$ cat src/rtl/mipi_bank_router.sv
// ---------------------------------------------------------------------------
// mipi_bank_router
//   Routes one serial MIPI/RFFE engine onto one of NCH SCLK/SDA pad channels.
//   Every pad output is registered (one cycle of latency). The SDA return path
//   from the routed channel passes through a SYNC_STAGES-deep synchroniser.
//   A bank change follows a fixed sequence so the bus is never corrupted:
//   wait for IDLE_CYC consecutive idle engine cycles (DRAIN), drive every
//   line low for GUARD_CYC cycles (PARK), then retarget (SWITCH).
//   The SDA tristate itself lives at the chip top: SDA[i] = sda_oe[i] ? sda_o[i] : Z.
//
// Ports
//   clk          in   1          clock
//   rst_n        in   1          asynchronous active-low reset
//   sel_bank     in   BANK_NBIT  requested channel
//   sclk_in      in   1          serial clock from the engine
//   sdo_in       in   1          serial data from the engine
//   sdo_en_in    in   1          engine drives SDA when 1
//   sdi_out      out  1          synchronised SDA of the routed channel
//   sclk_pad     out  NCH        per-channel SCLK drive
//   sda_o        out  NCH        per-channel SDA output value
//   sda_oe       out  NCH        per-channel SDA output enable
//   sda_i        in   NCH        per-channel SDA pad input
//   cur_bank     out  BANK_NBIT  channel currently routed
//   busy         out  1          bank switch in progress
//   switch_done  out  1          high for the single cycle in which cur_bank updates
//   err_bank     out  1          high the cycle after an out-of-range request is seen
// ---------------------------------------------------------------------------
module mipi_bank_router #(
   parameter int NCH         = 4,
   parameter int BANK_NBIT   = 2,
   parameter int SYNC_STAGES = 2,
   parameter int IDLE_CYC    = 8,
   parameter int GUARD_CYC   = 4
) (
   input  logic                 clk,
   input  logic                 rst_n,
   input  logic [BANK_NBIT-1:0] sel_bank,
   input  logic                 sclk_in,
   input  logic                 sdo_in,
   input  logic                 sdo_en_in,
   output logic                 sdi_out,
   output logic [NCH-1:0]       sclk_pad,
   output logic [NCH-1:0]       sda_o,
   output logic [NCH-1:0]       sda_oe,
   input  logic [NCH-1:0]       sda_i,
   output logic [BANK_NBIT-1:0] cur_bank,
   output logic                 busy,
   output logic                 switch_done,
   output logic                 err_bank
);

   localparam int IDLE_W  = $clog2(IDLE_CYC + 1);
   localparam int GUARD_W = $clog2(GUARD_CYC + 1);
   localparam logic [BANK_NBIT:0] NCH_L = (BANK_NBIT + 1)'(NCH);

   typedef enum logic [1:0] {ST_ACTIVE, ST_DRAIN, ST_PARK, ST_SWITCH} state_t;

   state_t                r_state, w_state_next;
   logic [BANK_NBIT-1:0]  r_cur, r_target, w_target_next;
   logic [IDLE_W-1:0]     r_idle, w_idle_next;
   logic [GUARD_W-1:0]    r_guard, w_guard_next;
   logic [SYNC_STAGES-1:0] r_sync;
   logic [NCH-1:0]        r_sclk, r_sdo, r_oe;
   logic [NCH-1:0]        w_sclk_next, w_sdo_next, w_oe_next;
   logic                  r_err;
   logic                  w_sel_valid, w_bus_idle, w_route, w_start;
   logic                  w_sda_cur, w_oe_cur;

   assign w_sel_valid = ({1'b0, sel_bank} < NCH_L);
   assign w_bus_idle  = !sclk_in && !sdo_en_in;
   // Pads follow the engine only while a bank is settled or draining.
   assign w_route     = (r_state == ST_ACTIVE) || (r_state == ST_DRAIN);
   assign w_start     = (r_state == ST_ACTIVE) && w_sel_valid && (sel_bank != r_cur);

   // Next-state and Moore outputs
   always_comb begin
      w_state_next  = r_state;
      w_target_next = r_target;
      w_guard_next  = r_guard;
      busy          = (r_state != ST_ACTIVE);
      switch_done   = (r_state == ST_SWITCH);
      case (r_state)
         ST_ACTIVE: begin
            if (w_start) begin
               w_target_next = sel_bank;
               w_state_next  = ST_DRAIN;
            end
         end
         ST_DRAIN: begin
            // Returning to the current bank aborts; abort wins over idle-exit.
            if (sel_bank == r_cur) begin
               w_state_next = ST_ACTIVE;
            end else begin
               if (w_sel_valid) w_target_next = sel_bank;
               if (r_idle == IDLE_W'(IDLE_CYC)) begin
                  w_state_next = ST_PARK;
                  w_guard_next = '0;
               end
            end
         end
         ST_PARK: begin
            if (r_guard == GUARD_W'(GUARD_CYC - 1)) w_state_next = ST_SWITCH;
            else                                    w_guard_next = r_guard + GUARD_W'(1);
         end
         ST_SWITCH: w_state_next = ST_ACTIVE;
         default:   w_state_next = ST_ACTIVE;
      endcase
   end

   // Idle count restarts when a switch is requested so the drain always
   // observes IDLE_CYC fresh idle cycles after the request.
   always_comb begin
      w_idle_next = '0;
      if (!w_start && w_bus_idle)
         w_idle_next = (r_idle == IDLE_W'(IDLE_CYC)) ? r_idle : r_idle + IDLE_W'(1);
   end

   // Per-channel pad drive: routed channel follows the engine, others park low.
   always_comb begin
      w_sclk_next = '0;
      w_sdo_next  = '0;
      w_oe_next   = '1;
      w_sda_cur   = 1'b0;
      w_oe_cur    = 1'b0;
      for (int i = 0; i < NCH; i++) begin
         if (w_route && (r_cur == BANK_NBIT'(i))) begin
            w_sclk_next[i] = sclk_in;
            w_sdo_next[i]  = sdo_in & sdo_en_in;
            w_oe_next[i]   = sdo_en_in;
         end
         if (r_cur == BANK_NBIT'(i)) begin
            w_sda_cur = sda_i[i];
            w_oe_cur  = r_oe[i];
         end
      end
   end

   always_ff @(posedge clk or negedge rst_n) begin
      if (!rst_n) begin
         r_state  <= ST_ACTIVE;
         r_cur    <= '0;
         r_target <= '0;
         r_idle   <= '0;
         r_guard  <= '0;
         r_sync   <= '0;
         r_sclk   <= '0;
         r_sdo    <= '0;
         r_oe     <= '1;
         r_err    <= 1'b0;
      end else begin
         r_state  <= w_state_next;
         r_target <= w_target_next;
         r_idle   <= w_idle_next;
         r_guard  <= w_guard_next;
         r_sclk   <= w_sclk_next;
         r_sdo    <= w_sdo_next;
         r_oe     <= w_oe_next;
         r_err    <= (r_state == ST_ACTIVE) && !w_sel_valid;
         if (r_state == ST_SWITCH) begin
            r_cur  <= r_target;
            // Drop history of the old channel so it never reaches the engine.
            r_sync <= '0;
         end else begin
            r_sync <= {r_sync[SYNC_STAGES-2:0], w_sda_cur};
         end
      end
   end

   // Engine only sees returned data while the channel is released and settled.
   assign sdi_out  = ((r_state == ST_ACTIVE) && !w_oe_cur) ? r_sync[SYNC_STAGES-1] : 1'b0;
   assign sclk_pad = r_sclk;
   assign sda_o    = r_sdo;
   assign sda_oe   = r_oe;
   assign cur_bank = r_cur;
   assign err_bank = r_err;

endmodule

$ cat config.mk
export PLATFORM = sky130hd
export DESIGN_NAME = mipi_bank_router
export DESIGN_NICKNAME = d
export VERILOG_FILES = /design/src/rtl/mipi_bank_router.sv
export SDC_FILE = /design/constraint.sdc
export NUM_CORES = 1
export LEC_CHECK = 0
export CORE_ASPECT_RATIO = 0.6
export CORE_MARGIN = 2
export CORE_UTILIZATION = 50
export DETAILED_ROUTE_END_ITERATION = 12
export HOLD_SLACK_MARGIN = 0.1
export PLACE_DENSITY = 0.76
export SLEW_MARGIN = 20
export SYNTH_ARGS = -nofsm -noshare
export SYNTH_HDL_FRONTEND = slang
export SYNTH_SLANG_ARGS = --single-unit
$ cat constraint.sdc
create_clock -name clk -period 2.65 [get_ports clk]
set_clock_uncertainty 0.05 [all_clocks]
set_input_delay 0.6625 -clock clk [delete_from_list [all_inputs] [get_ports clk]]
set_output_delay 0.6625 -clock clk [all_outputs]
set_load 0.01 [all_outputs]
Yosys cells after proc, flatten, opt, wreduce, memory -nomap -nowiden
Cells that the tools add are included.
{ "op_classes": {"add_sub_neg": 2, "n_mul": 0, "div_mod_pow": 0, "magnitude_cmp": 0, "eq_ne": 17, "shift": 0, "mux": 36, "n_bitwise": 1, "reduce_logical": 21} }
{ "op_table": {"columns": ["cell", "count"], "rows": [
  ["1-bit 2-to-1 mux", 21],
  ["2-bit 2-to-1 mux", 7],
  ["2-bit != test (second input constant)", 5],
  ["3-bit 2-to-1 mux", 3],
  ["2-bit equality test (second input constant)", 4],
  ["1-bit logical AND", 8],
  ["4-bit 2-to-1 mux", 2],
  ["2-bit case mux with 4 select lines", 1],
  ["3-bit case mux with 2 select lines", 1],
  ["3-bit AND reduction", 2],
  ["2-bit nonzero test", 3],
  ["4-bit by 1-bit adder with 4-bit output (second input constant)", 1],
  ["2-bit by 1-bit equality test with 1-bit output (second input constant)", 2],
  ["4-bit equality test (second input constant)", 1],
  ["1-bit zero test", 4],
  ["2-bit zero test", 2],
  ["2-bit case mux with 2 select lines", 1],
  ["4-bit AND reduction", 1],
  ["3-bit by 1-bit adder with 3-bit output (second input constant)", 1],
  ["3-bit by 2-bit equality test with 1-bit output (second input constant)", 1],
  ["3-bit by 1-bit != test with 1-bit output (second input constant)", 1],
  ["2-bit equality test", 1],
  ["2-bit by 1-bit != test with 1-bit output (second input constant)", 1],
  ["2-bit != test", 1],
  ["other kinds (2)", 2]
]} }
{ "word_totals": {"reg_bits": 27, "latch_bits": 0, "mem_bits_rw": 0, "mem_bits_ro": 0, "input_bits": 11, "output_inout_bits": 18, "elab_cells": 86, "n_memories": 0} }

Longest topological paths before layout
{ "depth": {"word_depth": 8, "mapped_depth": 5} }

Least setup slack after synthesis
No wires, ideal clock.
{ "synth_path": {"path_type": "register to output", "from": "register r_cur[0] (netlist: cur_bank[0])", "to": "output port sdi_out", "t_arrival_ps": 1373, "required_ps": 1938, "setup_slack_ps": 564, "path_stages_with_launch": 4, "path_cell_list": "dfrtp_1 -> buf_6 -> mux4_2 -> nor3b_1"} }
{ "synth_via": {"elab_chain_len": 8} }
{ "synth_lines": {"columns": ["item", "line_no", "source"], "rows": [
  ["start, declared", "59", "logic [BANK_NBIT-1:0] r_cur, r_target, w_target_next;"],
  ["start signal, assigned", "160", "r_cur <= r_target;"],
  ["2-bit zero test", "131", "if (r_cur == BANK_NBIT'(i)) begin"],
  ["1-bit 2-to-1 mux (3 in series)", "131", null],
  ["1-bit 2-to-1 mux (*)", "131", null],
  ["1-bit zero test (*)", "170", "assign sdi_out = ((r_state == ST_ACTIVE) && !w_oe_cur) ? r_sync[SYNC_STAGES-1] : 1'b0;"],
  ["1-bit logical AND (*)", "170", null],
  ["1-bit 2-to-1 mux (*)", "170", null],
  ["end, declared", "41", "output logic sdi_out,"]
]} }
Mark *: on every way between the ends. The rest lies on a longest branch, timed or not.

Worst setup path in the final report
{ "layout_path": {"from": "register r_state[0]", "to": "output port busy"} }
{ "layout_via": {"elab_chain_len": 1} }
{ "layout_lines": {"columns": ["item", "line_no", "source"], "rows": [
  ["start, declared", "58", "state_t r_state, w_state_next;"],
  ["start signal, assigned", "151", "r_state <= w_state_next;"],
  ["2-bit nonzero test", "80", "busy = (r_state != ST_ACTIVE);"],
  ["end, declared", "47", "output logic busy,"]
]} }
Every way passes these cells.

==> impl_results.html <==
<table>
<tr><th>Metric</th><th>Value</th></tr>
<tr><th colspan="2">Outcome</th></tr>
<tr><td>Status</td><td>complete, no violations</td></tr>
<tr><th colspan="2">STA</th></tr>
<tr><td>Clock period minus worst slack</td><td>2310 ps</td></tr>
<tr><td>Final sum of negative setup slack</td><td>0 ps</td></tr>
<tr><td>Setup Viol. Count Final</td><td>0</td></tr>
<tr><td>Final number of max-transition violations</td><td>0</td></tr>
<tr><td>Count of final hold-check violations</td><td>0</td></tr>
<tr><td>Unrepaired setup endpoints after global routing</td><td>no</td></tr>
<tr><td>Highest achievable clock rate</td><td>0.433 GHz</td></tr>
<tr><td>Final Cycle Share</td><td>87.2%</td></tr>
<tr><th colspan="2">Logic synthesis</th></tr>
<tr><td>Count of flip-flops with a built-in enable after synthesis</td><td>0</td></tr>
<tr><td>Area share of the leading cell type in the synthesized netlist</td><td>46.8%</td></tr>
<tr><td>Async set-or-reset flop fraction in the synthesized netlist</td><td>100%</td></tr>
<tr><td>Ranking of synthesized cells by area</td><td>sky130_fd_sc_hd__dfrtp_1 (47%), sky130_fd_sc_hd__dfstp_2 (8.6%), sky130_fd_sc_hd__ha_1 (4.1%)</td></tr>
<tr><td>Post-synth design cell area</td><td>1230 µm²</td></tr>
<tr><td>Mean post-synth cell area</td><td>12.5 µm²</td></tr>
<tr><td>Synth Flop Type</td><td>sky130_fd_sc_hd__dfrtp_1</td></tr>
<tr><td>Synthesized netlist net count</td><td>113</td></tr>
<tr><td>Post-synthesis cell type with the largest combined area</td><td>sky130_fd_sc_hd__dfrtp_1</td></tr>
<tr><td>Number of warnings printed during yosys synthesis</td><td>0</td></tr>
<tr><td>Cells after synthesis</td><td>98</td></tr>
<tr><td>Sequential area share after synthesis</td><td>55.4%</td></tr>
<tr><td>Number of distinct standard cells referenced by the synthesized netlist</td><td>33</td></tr>
<tr><td>Most numerous cell in the Yosys netlist</td><td>sky130_fd_sc_hd__dfrtp_1</td></tr>
<tr><td>Top post-synthesis cells by count</td><td>sky130_fd_sc_hd__dfrtp_1 (23), sky130_fd_sc_hd__nor2_1 (8), sky130_fd_sc_hd__inv_1 (5), sky130_fd_sc_hd__nor4_1 (5)</td></tr>
<tr><td>Synthesis-stage register bit count</td><td>27</td></tr>
<tr><th colspan="2">Placement</th></tr>
<tr><td>Count of input and output buffers</td><td>27</td></tr>
<tr><td>GP Congestion</td><td>0.717</td></tr>
<tr><td>Total cell area at the placement stage</td><td>1530 µm²</td></tr>
<tr><td>Dpl hpwl</td><td>1620 µm</td></tr>
<tr><th colspan="2">GRT</th></tr>
<tr><td>Grt ovf</td><td>0</td></tr>
<tr><td>Number of global-route vias before repair</td><td>774</td></tr>
<tr><td>Total GRT Usage</td><td>17.2%</td></tr>
<tr><td>Largest net degree at the start of global routing</td><td>28</td></tr>
<tr><td>Global-route wire length before repair</td><td>3620 µm</td></tr>
<tr><td>Initial antenna violation count</td><td>0</td></tr>
<tr><th colspan="2">Cells and area</th></tr>
<tr><td>Sequential Area</td><td>681 µm²</td></tr>
<tr><td>Final design instance area without fill</td><td>1580 µm²</td></tr>
<tr><td>Layout cells sized above 1</td><td>18.0%</td></tr>
<tr><td># nets final</td><td>144</td></tr>
<tr><td>Layout-stage area growth over the synthesis result</td><td>28.7%</td></tr>
<tr><td>Fillcell total</td><td>160</td></tr>
<tr><td>Area of the multi-input gates</td><td>495 µm²</td></tr>
<tr><td>N_diodes</td><td>0</td></tr>
<tr><th colspan="2">Detailed routing</th></tr>
<tr><td>Number of vias per cell</td><td>5.22</td></tr>
<tr><td>Total Wirelength</td><td>2230 µm</td></tr>
<tr><td>DR pass1 iterations</td><td>3</td></tr>
<tr><td>Per-cell routed wire length</td><td>14.1 µm</td></tr>
<tr><td>Number of nets still failing antenna checks after routing</td><td>0</td></tr>
<tr><td>Number of violations reported at the end of detailed-routing iteration 0</td><td>17</td></tr>
<tr><td>Number of remaining DRC errors</td><td>0</td></tr>
<tr><td>Via count</td><td>824</td></tr>
<tr><th colspan="2">Floorplanning</th></tr>
<tr><td>Top-level port count</td><td>29</td></tr>
<tr><td>Area of the core</td><td>2240 µm²</td></tr>
<tr><td>Die span in y</td><td>42.4 µm</td></tr>
<tr><td>Die outline area</td><td>2880 µm²</td></tr>
<tr><td>Initial Utilization</td><td>54.7%</td></tr>
<tr><td>Placement Rows</td><td>13</td></tr>
<tr><td>Die width</td><td>68.0 µm</td></tr>
<tr><th colspan="2">Flow run</th></tr>
<tr><td>Total of max-cap violations</td><td>0</td></tr>
<tr><th colspan="2">Clock tree</th></tr>
<tr><td>Setup Buffers After CTS</td><td>0</td></tr>
<tr><td>Clk Latency, worst-skew pair</td><td>270 ps</td></tr>
<tr><td>Num CTS Buffers</td><td>3</td></tr>
<tr><td>CTS tree</td><td>built</td></tr>
<tr><td>Max Root-Sink Buffers</td><td>2</td></tr>
<tr><td>Post-CTS resize count</td><td>0</td></tr>
<tr><td>Post-CTS Hold Buffers</td><td>0</td></tr>
<tr><td>Clock-pin slew reported for the worst setup and hold paths after clock tree synthesis</td><td>90 ps</td></tr>
<tr><td>Root Buffer Master</td><td>sky130_fd_sc_hd__clkbuf_8</td></tr>
<tr><td>CTS H-tree depth</td><td>1</td></tr>
<tr><td>TritonCTS Sinks</td><td>27</td></tr>
<tr><th colspan="2">Power</th></tr>
<tr><td>Static power due to leakage</td><td>0.694 nW</td></tr>
<tr><td>Overall power after layout</td><td>0.930 mW</td></tr>
<tr><td>Max IR drop VDD</td><td>416 µV</td></tr>
<tr><td>Pwr Density</td><td>588 nW/µm²</td></tr>
<tr><th colspan="2">Setup path</th></tr>
<tr><td>Kind of critical path</td><td>flip-flop to primary output</td></tr>
<tr><td>Worst Setup End Kind</td><td>primary output</td></tr>
<tr><td>Worst path required time</td><td>1940 ps</td></tr>
<tr><td>Peak fanout along the critical path</td><td>5</td></tr>
<tr><td>Worst Reg2Reg Path Length in Cells</td><td>4</td></tr>
<tr><td>Data arrival, critical path</td><td>1600 ps</td></tr>
<tr><td>Worst setup SP type</td><td>flip-flop</td></tr>
<tr><th colspan="2">Hold path</th></tr>
<tr><td>Worst hold path cell count</td><td>1</td></tr>
<tr><td>Worst hold path class</td><td>flip-flop to flip-flop</td></tr>
</table>
layout make-up:
cell class                 count  area share [%]
tap                           30            2.37
clock inverter                 1           0.316
sequential                    27            43.0
inverter                       5            1.19
clock buffer                   3            2.61
timing repair buffer          31            19.1
multi-input combinational     61            31.3
per-stage QoR:
| step | hold WS [ps] | utilization (%) | cells | setup slack (ps) |
|---|---|---|---|---|
| after floorplan | 317 | - | 98 | 564 |
| after global placement | 392 | 68.3 | 154 | 348 |
| after detailed placement | 401 | 68.3 | 154 | 347 |
| after CTS | 430 | 70.3 | 158 | 35.0 |
| after global routing | 453 | 70.5 | 158 | 280 |
| final | 426 | 70.5 | 158 | 339 |
registers in the layout (all words and copies together), names as in the netlist, named ones only:
register and count:
r_guard 3, sda_o 4, r_idle 4, r_target 2, sclk_pad 4, cur_bank 2
r_state 1, r_sync 2, sda_oe 4
worst max-delay path: stages (launching register included):
cell and delay, ps:
sky130_fd_sc_hd__dfrtp_1 470, sky130_fd_sc_hd__or2_2 370, sky130_fd_sc_hd__clkdlybuf4s50_1 490
where the power goes:
part | internal (mW) | switching, mW | total [mW] | leakage (nW)
clock network | 0.105 | 0.123 | 0.229 | 0.0255
logic | 0.113 | 0.103 | 0.216 | 0.330
registers | 0.458 | 0.0273 | 0.485 | 0.339
total | 0.676 | 0.254 | 0.930 | 0.694
per-layer routing:
| metal | track usage (%) | share of wire, % | routed length, µm | vias to the layer above |
|---|---|---|---|---|
| met5 | 0 | 0 | 0 | - |
| met4 | 2.40 | 0.45 | 10 | 0 |
| met3 | 6.45 | 5.9 | 132 | 2 |
| met2 | 27.4 | 44 | 985 | 19 |
| met1 | 23.0 | 49 | 1110 | 406 |
| li1 | - | - | - | 397 |
cell usage in the layout (no fill, tap or decap), drive strengths merged, types with 2 or more instances in the layout:
cell type and n:
a21oi 3, and2 2, buf 4, clkbuf 3
clkdlybuf4s50 26, dfrtp 23, dfstp 4, ha 4
inv 5, mux2 4, mux2i 3, mux4 2
nand2 4, nand2b 3, nand3 2, nand3b 2
nor2 8, nor3 4, nor3b 2, nor4 5
or2 2, xnor2 4
cells by family after synthesis:
kind of cell | share of synthesized area, %
and+or+nand+nor | 16.8
DFF | 55.4
buffers and inverters | 4.28
muxes | 9.78
AOI/OAI and AO/OA | 5.19
xor gates and xnor gates | 4.18
adders and majority gates | 4.07
other | 0.305
worst paths after layout:
kind	slack, ps	end	start
setup / recovery	340	busy	r_state[0]
hold / removal	430	r_sync[1]	r_sync[0]
setup reg to reg	990	r_idle[1]	cur_bank[1]
hold reg to reg	430	r_sync[1]	r_sync[0]
max in group asynchronous	1540	sda_oe[3]	rst_n
min in group asynchronous	710	sda_o[3]	rst_n
Power figures use the tool's default switching activity.
==> RTL edit 1: new RTL, same settings <==
Make the reset (`rst_n`) synchronous in one clocked block. Comments in the files are not updated.
--- a/src/rtl/mipi_bank_router.sv
+++ b/src/rtl/mipi_bank_router.sv
@@ -135,7 +135,7 @@
       end
    end
 
-   always_ff @(posedge clk or negedge rst_n) begin
+   always_ff @(posedge clk) begin
       if (!rst_n) begin
          r_state  <= ST_ACTIVE;
          r_cur    <= '0;
Formal check against the unedited RTL: differs if rst_n is asserted again (counterexample within 4 cycles, from zero or initial values and one cycle with rst_n low); with rst_n held inactive, the same outputs for 10 cycles.
==> RTL edit 1 against the unedited design <==
Wire length shrank 0.27%; critical path depth up 1; setup slack got worse by 42 ps; cell area is 6.8% lower; synthesized area fell by 7.3%; sequential cell count stayed put; global-route usage grew 1.3 points; register-to-register slack improved by 100 ps; maximum frequency fell by 1.8%.
Power is not compared: it rests on default switching activity, and its combinational part moved more than twofold at a synthesized area within 25%.
==> RTL edit 1: results (changes against the unedited design) <==
<table>
<tr><th>Metric</th><th>Value</th></tr>
<tr><th colspan="2">Detailed routing</th></tr>
<tr><td>Wire length reported by the detailed router</td><td>2230 µm (-0.27%)</td></tr>
<tr><td>Via-to-Cell Ratio</td><td>4.85 (-7.0%)</td></tr>
<tr><th colspan="2">Placed design</th></tr>
<tr><td>Final HPWL from detailed placement</td><td>1740 µm (+7.0%)</td></tr>
<tr><td>Placed Cells incl. Taps</td><td>165 (+7.1%)</td></tr>
<tr><th colspan="2">Logic synthesis</th></tr>
<tr><td>Post-synth ARST share</td><td>0% (-100 points)</td></tr>
<tr><td>Dominant cells by area after synthesis</td><td>dfxtp_1 47%, ha_1 4.4%, mux2i_1 4.4%</td></tr>
<tr><td>List of most frequent post-synthesis cells</td><td>27 x dfxtp_1, 12 x nand2_1, 9 x nor2_1, 6 x nor2b_1</td></tr>
<tr><td>Number of nets in the synthesized netlist</td><td>127 (+12%)</td></tr>
<tr><td>Dominant cell type by area after synthesis</td><td>dfxtp_1</td></tr>
<tr><td>Number of library cell types mapped by synthesis</td><td>35 (+6.1%)</td></tr>
<tr><th colspan="2">Setup path</th></tr>
<tr><td>Internal reg-to-reg setup slack</td><td>1090 ps (+100 ps)</td></tr>
<tr><td>Data arrival time of the critical path</td><td>1640 ps (+40 ps)</td></tr>
<tr><td>R2R Path Start</td><td>r_idle[0]</td></tr>
<tr><td>Crit path max fanout</td><td>9 (+4)</td></tr>
<tr><td>Number of cell instances on the worst register-to-register path</td><td>5 (+1)</td></tr>
<tr><td>Highest cell delay on the worst timing path</td><td>550 ps (+60 ps)</td></tr>
<tr><th colspan="2">Global route</th></tr>
<tr><td>Met2 Usage GRT</td><td>30.1% (+2.7 points)</td></tr>
<tr><td>GRT Resource Usage Total</td><td>18.5% (+1.3 points)</td></tr>
<tr><td>Global-route track usage on met3</td><td>7.14% (+0.69 points)</td></tr>
<tr><td>Met1 global-route usage</td><td>23.8% (+0.79 points)</td></tr>
<tr><th colspan="2">Status</th></tr>
<tr><td>Result of the run</td><td>finished, final reports clean</td></tr>
<tr><th colspan="2">Worst hold path</th></tr>
<tr><td>Worst hold path cell count</td><td>2 (+1)</td></tr>
<tr><th colspan="2">STA</th></tr>
<tr><td>Smallest hold slack</td><td>417 ps (-8.49 ps)</td></tr>
<tr><th colspan="2">Final layout</th></tr>
<tr><td>Final nets</td><td>155 (+7.6%)</td></tr>
<tr><td>Fraction of final layout cells sized beyond drive strength 1</td><td>10.8% (-7.2 points)</td></tr>
</table>
==> RTL edit 1: kinds of logic after synthesis <==
group,synth area share [%]
AND/OR/NAND/NOR,23.3
flip-flops,47.5
buffers and inverters,5.38
AO/OA/AOI/OAI,5.60
multiplexers,8.35
XOR/XNOR,5.17
adder cells (fa/ha/maj),4.40
other,0.329
==> RTL edit 1: per-layer routing <==
| metal | vias up | wire length [µm] |
|---|---|---|
| li1 | 425 | - |
| met1 | 373 | 1080 |
| met2 | 20 | 1010 |
| met3 | 2 | 120 |
| met4 | 0 | 13 |
| met5 | - | 0 |
==> RTL edit 1: timing repair <==
item	4_1_cts	5_1_grt
hold buffers	0	0
endpoints found under the setup margin	0	1
resized for setup	0	1
hold endpoints to repair	0	0
buffers inserted	0	0
==> RTL edit 1: final cells by class <==
class	instances	area, µm²
clock inverters	1	7.51
multi-input cells	74	537
well taps	30	37.5
fillers	179	689
clock buffers	3	41.3
flip-flops and latches	27	541
inverters	4	15.0
repair buffers	30	295
==> RTL edit 2: new RTL, config.mk and constraints unchanged <==
Without the edit above. Set the parameter `IDLE_CYC` to 16 (it was 8).
--- a/src/rtl/mipi_bank_router.sv
+++ b/src/rtl/mipi_bank_router.sv
@@ -29,7 +29,7 @@
    parameter int NCH         = 4,
    parameter int BANK_NBIT   = 2,
    parameter int SYNC_STAGES = 2,
-   parameter int IDLE_CYC    = 8,
+   parameter int IDLE_CYC    = 16,
    parameter int GUARD_CYC   = 4
 ) (
    input  logic                 clk,
Behaviour: same outputs for any inputs over 10 cycles, from zero or initial values and one cycle with rst_n low; that may be too few to reach the edited logic, so the function may still have changed.
==> RTL edit 2 against the unedited design <==
First-iteration DRC count increased by 140%; cell area increased by 5.6%; total power decreased by 5.6%; synthesized area increased by 6.5%; combinational power decreased by 20%; via count increased by 8.1%; cell count increased by 8.9%; setup slack improved by 1.3 ps; sequential cell count increased by 1; wire length increased by 3.9%; largest power group unchanged.
==> RTL edit 2: results (changes against the unedited design) <==
<table>
<tr><th>Metric</th><th>Value</th></tr>
<tr><th colspan="2">Status</th></tr>
<tr><td>Result of the run</td><td>finished, final reports clean</td></tr>
<tr><th colspan="2">Final layout</th></tr>
<tr><td># clk buffers</td><td>4 (+1)</td></tr>
<tr><td>Post-route design area</td><td>0.00167 mm² (+5.6%)</td></tr>
<tr><td>Area of the multi-input gates</td><td>558 µm² (+13%)</td></tr>
<tr><td>Proportion of final cell area spent on non-clock buffers</td><td>18.1% (-1.0 points)</td></tr>
<tr><td>Fraction of final layout cells sized beyond drive strength 1</td><td>16.4% (-1.5 points)</td></tr>
<tr><td>Number of fillers in the final layout</td><td>185 (+16%)</td></tr>
<tr><td>Number of cells in the finished layout apart from fillers</td><td>172 (+8.9%)</td></tr>
<tr><td>Final nets</td><td>156 (+8.3%)</td></tr>
<tr><td>Count of multi-input combinational gates</td><td>72 (+18%)</td></tr>
<tr><td>Num sequential</td><td>28 (+3.7%)</td></tr>
<tr><th colspan="2">Global route</th></tr>
<tr><td>Pin count of the biggest net entering global routing</td><td>29 (+3.6%)</td></tr>
<tr><td>Global-route track usage on met3</td><td>5.58% (-0.87 points)</td></tr>
<tr><td>Met2 Usage GRT</td><td>25.3% (-2.0 points)</td></tr>
<tr><td>GRT Resource Usage Total</td><td>17.3% (+0.028 points)</td></tr>
<tr><th colspan="2">Setup path</th></tr>
<tr><td>Crit path max fanout</td><td>16 (+11)</td></tr>
<tr><td>Highest cell delay on the worst timing path</td><td>540 ps (+50 ps)</td></tr>
<tr><td>Internal reg-to-reg setup slack</td><td>950 ps (-40 ps)</td></tr>
<tr><th colspan="2">Detailed routing</th></tr>
<tr><td>Wire length the detailed router placed on met1</td><td>1160 µm (+5.3%)</td></tr>
<tr><td>Number of DRC markers after the initial detailed-route iteration</td><td>40 (+23)</td></tr>
<tr><td>Via Count</td><td>891 (+8.1%)</td></tr>
<tr><td>Detail Route met2 WL</td><td>972 µm (-1.3%)</td></tr>
<tr><td>First-pass iteration count of the detailed router</td><td>4 (+1)</td></tr>
<tr><th colspan="2">Power and ir drop</th></tr>
<tr><td>Sequential logic power</td><td>0.000477 W (-2%)</td></tr>
<tr><th colspan="2">Logic synthesis</th></tr>
<tr><td>List of most frequent post-synthesis cells</td><td>24 x dfrtp_1, 12 x nand2_1, 7 x nor3_1, 6 x nor2_1, 5 x inv_1</td></tr>
<tr><td>Number of library cell types mapped by synthesis</td><td>40 (+21%)</td></tr>
</table>
RTL edit 2: per-stage QoR:
step	hold WS (ps)	setup slack (ps)
after detailed placement	386	321
after CTS	407	12.4
after floorplan	317	549
after global routing	412	253
after global placement	381	348
final	404	340
RTL edit 2: cell families after synthesis:
family | count (synthesis) | share of synthesized area, %
multiplexers | 7 | 7.94
buffers and inverters | 9 | 3.44
adder cells (fa/ha/maj) | 4 | 3.82
AO/OA/AOI/OAI | 11 | 7.46
other | 1 | 0.287
XOR/XNOR | 6 | 5.16
AND/OR/NAND/NOR | 43 | 18.0
flip-flops | 28 | 53.9
RTL edit 2: worst max-delay path by stage:
stage | start | end | slack (ps) | cells after the start
2_1_floorplan | cur_bank[1] | sdi_out | 550 | 3
6_report | flop | switch_done | 340 | 4
5_1_grt | flop | switch_done | 250 | 4
4_1_cts | cur_bank[0] | sdi_out | 10 | 3
3_5_place_dp | cur_bank[0] | sdi_out | 320 | 3
3_3_place_gp | cur_bank[0] | sdi_out | 350 | 3
